==> src/rtl/dp_exec_unit.sv <==
// Self-sequencing datapath: register file, A/B/C operand registers, shifter, ALU and
// Z/N/V flags. Each accepted command runs through IDLE -> [RD_A] -> [RD_B] -> EXEC -> WB.
module dp_exec_unit #(
  parameter int WIDTH = 16,
  parameter int NREGS = 8,
  localparam int AW = $clog2(NREGS)
) (
  input  logic             clk,
  input  logic             reset,
  input  logic             cmd_valid,
  output logic             cmd_ready,
  input  logic [2:0]       cmd_op,
  input  logic [AW-1:0]    cmd_rd,
  input  logic [AW-1:0]    cmd_rn,
  input  logic [AW-1:0]    cmd_rm,
  input  logic [1:0]       cmd_shift,
  input  logic [WIDTH-1:0] cmd_imm,
  input  logic [WIDTH-1:0] ext_data,
  output logic             done,
  output logic [WIDTH-1:0] result,
  output logic             z_out,
  output logic             n_out,
  output logic             v_out,
  input  logic [AW-1:0]    dbg_addr,
  output logic [WIDTH-1:0] dbg_data,
  output logic [2:0]       dbg_state
);

  // Handshake: a command is taken on the rising edge where cmd_valid && cmd_ready.
  // cmd_ready is high only in IDLE outside reset; an issuer seeing it low must hold
  // cmd_valid and all cmd_* fields until the accept edge.

  typedef enum logic [2:0] {
    IDLE = 3'd0,
    RD_A = 3'd1,
    RD_B = 3'd2,
    EXEC = 3'd3,
    WB   = 3'd4
  } state_t;

  typedef enum logic [2:0] {
    OP_MOV_IMM = 3'b000,
    OP_MOV     = 3'b001,
    OP_ADD     = 3'b010,
    OP_CMP     = 3'b011,
    OP_AND     = 3'b100,
    OP_MVN     = 3'b101,
    OP_ADD_IMM = 3'b110,
    OP_LOAD    = 3'b111
  } op_t;

  state_t           state, state_nxt;
  op_t              op_q;
  logic [AW-1:0]    rd_q, rn_q, rm_q;
  logic [1:0]       shift_q;
  logic [WIDTH-1:0] imm_q, ext_q;
  logic [WIDTH-1:0] a_q, b_q, c_q;
  logic             z_q, n_q, v_q;
  logic [WIDTH-1:0] regs [NREGS];

  logic             accept;
  logic [WIDTH-1:0] sh, diff, exec_res;
  logic             diff_v;

  assign cmd_ready = (state == IDLE) && !reset;
  assign accept    = cmd_valid && cmd_ready;
  assign done      = (state == WB) && !reset;
  assign result    = c_q;
  assign z_out     = z_q;
  assign n_out     = n_q;
  assign v_out     = v_q;
  assign dbg_data  = regs[dbg_addr];
  assign dbg_state = state;

  // Shifter on B only; LSL fills with zero, ASR replicates the sign bit.
  always_comb begin
    sh = b_q;
    case (shift_q)
      2'b01:   sh = {b_q[WIDTH-2:0], 1'b0};
      2'b10:   sh = {1'b0, b_q[WIDTH-1:1]};
      2'b11:   sh = {b_q[WIDTH-1], b_q[WIDTH-1:1]};
      default: sh = b_q;
    endcase
  end

  assign diff   = a_q - sh;
  assign diff_v = (a_q[WIDTH-1] != sh[WIDTH-1]) && (diff[WIDTH-1] != a_q[WIDTH-1]);

  always_comb begin
    exec_res = '0;
    case (op_q)
      OP_MOV_IMM: exec_res = imm_q;
      OP_MOV:     exec_res = sh;
      OP_ADD:     exec_res = a_q + sh;
      OP_CMP:     exec_res = diff;
      OP_AND:     exec_res = a_q & sh;
      OP_MVN:     exec_res = ~sh;
      OP_ADD_IMM: exec_res = a_q + imm_q;
      OP_LOAD:    exec_res = ext_q;
      default:    exec_res = '0;
    endcase
  end

  always_comb begin
    state_nxt = state;
    case (state)
      IDLE: begin
        if (accept) begin
          case (op_t'(cmd_op))
            OP_ADD, OP_CMP, OP_AND, OP_ADD_IMM: state_nxt = RD_A;
            OP_MOV, OP_MVN:                     state_nxt = RD_B;
            default:                            state_nxt = EXEC;
          endcase
        end
      end
      RD_A:    state_nxt = (op_q == OP_ADD_IMM) ? EXEC : RD_B;
      RD_B:    state_nxt = EXEC;
      EXEC:    state_nxt = WB;
      WB:      state_nxt = IDLE;
      default: state_nxt = IDLE;
    endcase
  end

  always_ff @(posedge clk) begin
    if (reset) begin
      state   <= IDLE;
      op_q    <= OP_MOV_IMM;
      rd_q    <= '0;
      rn_q    <= '0;
      rm_q    <= '0;
      shift_q <= '0;
      imm_q   <= '0;
      ext_q   <= '0;
      a_q     <= '0;
      b_q     <= '0;
      c_q     <= '0;
      z_q     <= 1'b0;
      n_q     <= 1'b0;
      v_q     <= 1'b0;
      for (int i = 0; i < NREGS; i++) regs[i] <= '0;
    end else begin
      state <= state_nxt;
      if (accept) begin
        op_q    <= op_t'(cmd_op);
        rd_q    <= cmd_rd;
        rn_q    <= cmd_rn;
        rm_q    <= cmd_rm;
        shift_q <= cmd_shift;
        imm_q   <= cmd_imm;
        ext_q   <= ext_data;
      end
      case (state)
        RD_A: a_q <= regs[rn_q];
        RD_B: b_q <= regs[rm_q];
        EXEC: begin
          c_q <= exec_res;
          if (op_q == OP_CMP) begin
            z_q <= (diff == '0);
            n_q <= diff[WIDTH-1];
            v_q <= diff_v;
          end
        end
        WB: if (op_q != OP_CMP) regs[rd_q] <= c_q;
        default: ;
      endcase
    end
  end

endmodule

==> config.mk <==
export PLATFORM = sky130hd
export DESIGN_NAME = dp_exec_unit
export DESIGN_NICKNAME = d
export VERILOG_FILES = /design/src/rtl/dp_exec_unit.sv
export SDC_FILE = /design/constraint.sdc
export NUM_CORES = 1
export LEC_CHECK = 0
export CORE_MARGIN = 8
export CORE_UTILIZATION = 35
export DETAILED_ROUTE_END_ITERATION = 8
export PLACE_DENSITY = 0.57
export SLEW_MARGIN = 20
export SYNTH_ARGS = -nofsm -noshare
export SYNTH_HDL_FRONTEND = slang
export SYNTH_SLANG_ARGS = --single-unit
==> constraint.sdc <==
create_clock -name clk -period 4.75 [get_ports clk]
set_input_delay 0.7125 -clock clk [delete_from_list [all_inputs] [get_ports clk]]
set_output_delay 0.7125 -clock clk [all_outputs]
set_load 0.005 [all_outputs]
==> summary.txt <==
Outcome: finished clean
CP arrival: 4.76 ns
First-pass GRT wire length: 67.2 mm
PortBufs: 91
Gr usage total: 18.5%
RSZ-0062 raised after global routing: false
DRC Markers: 0
Min-delay worst type: reg2reg
Number of buffers created by CTS: 27
First-pass DRT Iterations: 5
DR WL/cell: 23.0 um
Final Skew: 0.00721 ns
Critical Path Fanout Max: 14
Routability cong.: 0.955
DR iter-0 viols: 850
Initial antenna violation count: 1
Final Hold Viols: 0
Mapped Area: 14200 um2
Pwr Density: 366 nW/um2
Most frequent cells in the layout: nand2_1 (146), and2_1 (130), edfxtp_1 (128)
Fraction of registers with async set/reset: 0%
Final worst path period need: 4.27 ns
Io pins: 92
Clock sinks: 228
Net Count, Synth: 1435
Area Growth Syn to Fin: 17.0%
Worst-path clk slew: 0.06 ns
Worst rel slew slack: 27.9%
Sequential fraction of the synthesis area: 41.1%
Largest net degree at the start of global routing: 61
Tcrit/Tclk final: 89.9%
Dominant synthesized flop cell: edfxtp_1
Die height: 218 um
Post-synthesis cell type count: 60
Antenna Nets Post-Route: 0
Hold_buf cts: 0
Setup Crit Path Kind: reg2reg
Critical path endpoint category: flip-flop
Max Buffers Root-to-Sink: 3
Htree depth: 1
Clock root buffer master: clkbuf_16
Setup crit start kind: flip-flop
Max cap viols: 0
Post-synth EDFFs: 128
Number of global-route vias before repair: 10800
Post-CTS setup repair buffer count: 0
Layout cells sized above 1: 15.6%
Via density: 5.57
Setup violators final: 0
Setup tns final: 0 ns
FP Rows: 74
Post-CTS sizing: 0
Leakage Power: 6.13 nW
Final Total Pwr: 6.09 mW
CTS tree: yes
Nets: 1496
Grt total ovfl: 0
Pins Over Slew Limit: 0
Core area: 40500 um2
Chip width: 218 um
Vias: 10800
Final WL: 44.7 mm
Worst vdd ir: 0.000294 V
DIE AREA: 47400 um2
Synth Register Bits: 228
Worst endpoint required time: 5.24 ns
Initial Util: 35.2%
Antenna diodes: 0
Commonest non-fill, non-tap cell in the layout: nand2_1
Final HPWL from detailed placement: 30.4 mm
Max frequency: 234 MHz
Yosys warns: 0
Worst slew pin tran: 1.08 ns
Clk Latency, worst-skew pair: 0.57 ns
Post-Syn Instances: 1332
Syn avg cell area: 10.7 um2
-- cells in the mapped netlist (3+ instances only) --
cell type	n	area (um2)
nand2_1	146	548
and2_1	131	820
edfxtp_1	128	3840
dfxtp_1	100	2000
mux4_2	97	2180
nor2_1	93	349
clkbuf_1	74	278
a21oi_1	67	335
mux2i_1	55	551
nand3b_1	52	390
ha_1	49	613
inv_1	41	154
a211oi_1	40	300
o21ai_0	33	165
buf_1	20	75.1
mux2_2	18	203
xnor2_1	18	158
nor3_1	14	70.1
o22ai_1	14	87.6
nand2b_1	13	81.3
o211ai_1	11	82.6
nand3_1	9	45.0
or2_2	9	56.3
xor2_1	9	78.8
nor3b_1	7	52.6
nor4_1	6	37.5
o221ai_1	6	52.6
o31ai_1	6	45.0
or3_1	5	31.3
a221oi_1	4	35.0
a31oi_1	4	25.0
nand4_1	4	25.0
nor2b_1	4	25.0
o22a_1	4	35.0
a2111oi_0	3	26.3
a21o_1	3	22.5
o21bai_1	3	22.5
-- sequential cells by signal, summed over array words and instances (netlist names) --
signal and cells:
a_q 16, b_q 16, dbg_state 3, ext_q 16, imm_q 16, n_out 1, op_q 3, rd_q 3
regs 128, result 16, rm_q 3, rn_q 3, shift_q 2, v_out 1, z_out 1
-- worst max-delay path, cell delays in order (launching register included) --
cell	delay [ns]
dfxtp_1	0.75
mux2i_1	0.25
nor2_1	0.05
a21oi_1	0.38
inv_1	0.09
ha_1	0.39
or3_1	0.36
or3_4	0.37
o21ai_0	0.19
mux2i_1	0.09
a2111oi_0	0.64
and4bb_2	0.33
nand3b_1	0.11
o31ai_2	0.18
-- metrics by stage --
step | hold slack [ns] | util (%) | instance area, um2 | std cells | setup WS (ns)
2_1_floorplan | 0.444 | - | 14200 | 1332 | 0.731
3_3_place_gp | 0.460 | 38.9 | 15700 | 1896 | 0.627
3_5_place_dp | 0.464 | 38.9 | 15700 | 1896 | 0.530
4_1_cts | 0.476 | 41.1 | 16600 | 1946 | 0.518
5_1_grt | 0.501 | 41.1 | 16600 | 1946 | 0.217
6_report | 0.474 | 41.1 | 16600 | 1946 | 0.480
-- cells by family (layout without fill, tap and decap cells) --
logic type	after synthesis	in the layout	share of synthesized area, %
xor gates and xnor gates	27	27	1.66
adders and majority gates	51	51	4.59
buffers and inverters	135	217	3.56
AOI/OAI and AO/OA	219	219	10.1
muxes	170	170	20.6
DFF	228	228	41.1
and+or+nand+nor	502	502	18.4
-- cell type report --
type                       count  area, um2
clock inverter                13        139
multi-input combinational    969       7900
timing repair buffer         126       1180
clock buffer                  37        763
tap                          532        666
sequential                   228       5850
inverter                      41        154
fill                        3824      23800
-- layer usage --
layer  up-vias  part of all wire (%)  global-route usage [%]
met5         -                     0                       0
met4         0                   2.7                    5.41
met3        69                   6.9                    3.54
met2       338                    46                    29.9
met1      5392                    44                    24.8
li1       5043                     -                       -
-- worst paths after layout --
check                          endpoint  slack, ns                     from  cells past startpoint
hold reg to reg   ext_q[3]$_SDFFE_PP0P_       0.47    ext_q[3]$_SDFFE_PP0P_                      2
setup / recovery     z_out$_SDFFE_PP0P_       0.48  shift_q[0]$_SDFFE_PP0P_                     13
hold / removal    ext_q[3]$_SDFFE_PP0P_       0.47    ext_q[3]$_SDFFE_PP0P_                      2
setup reg to reg     z_out$_SDFFE_PP0P_       0.48  shift_q[0]$_SDFFE_PP0P_                     13
-- power by group --
group          internal, mW  leakage [nW]  switching, mW
Sequential             2.20          2.14          0.171
Combinational         0.701          3.55          0.891
Clock                  1.24         0.444          0.884
Total                  4.14          6.13           1.95
No activity file was read; power rests on OpenSTA's default activity.
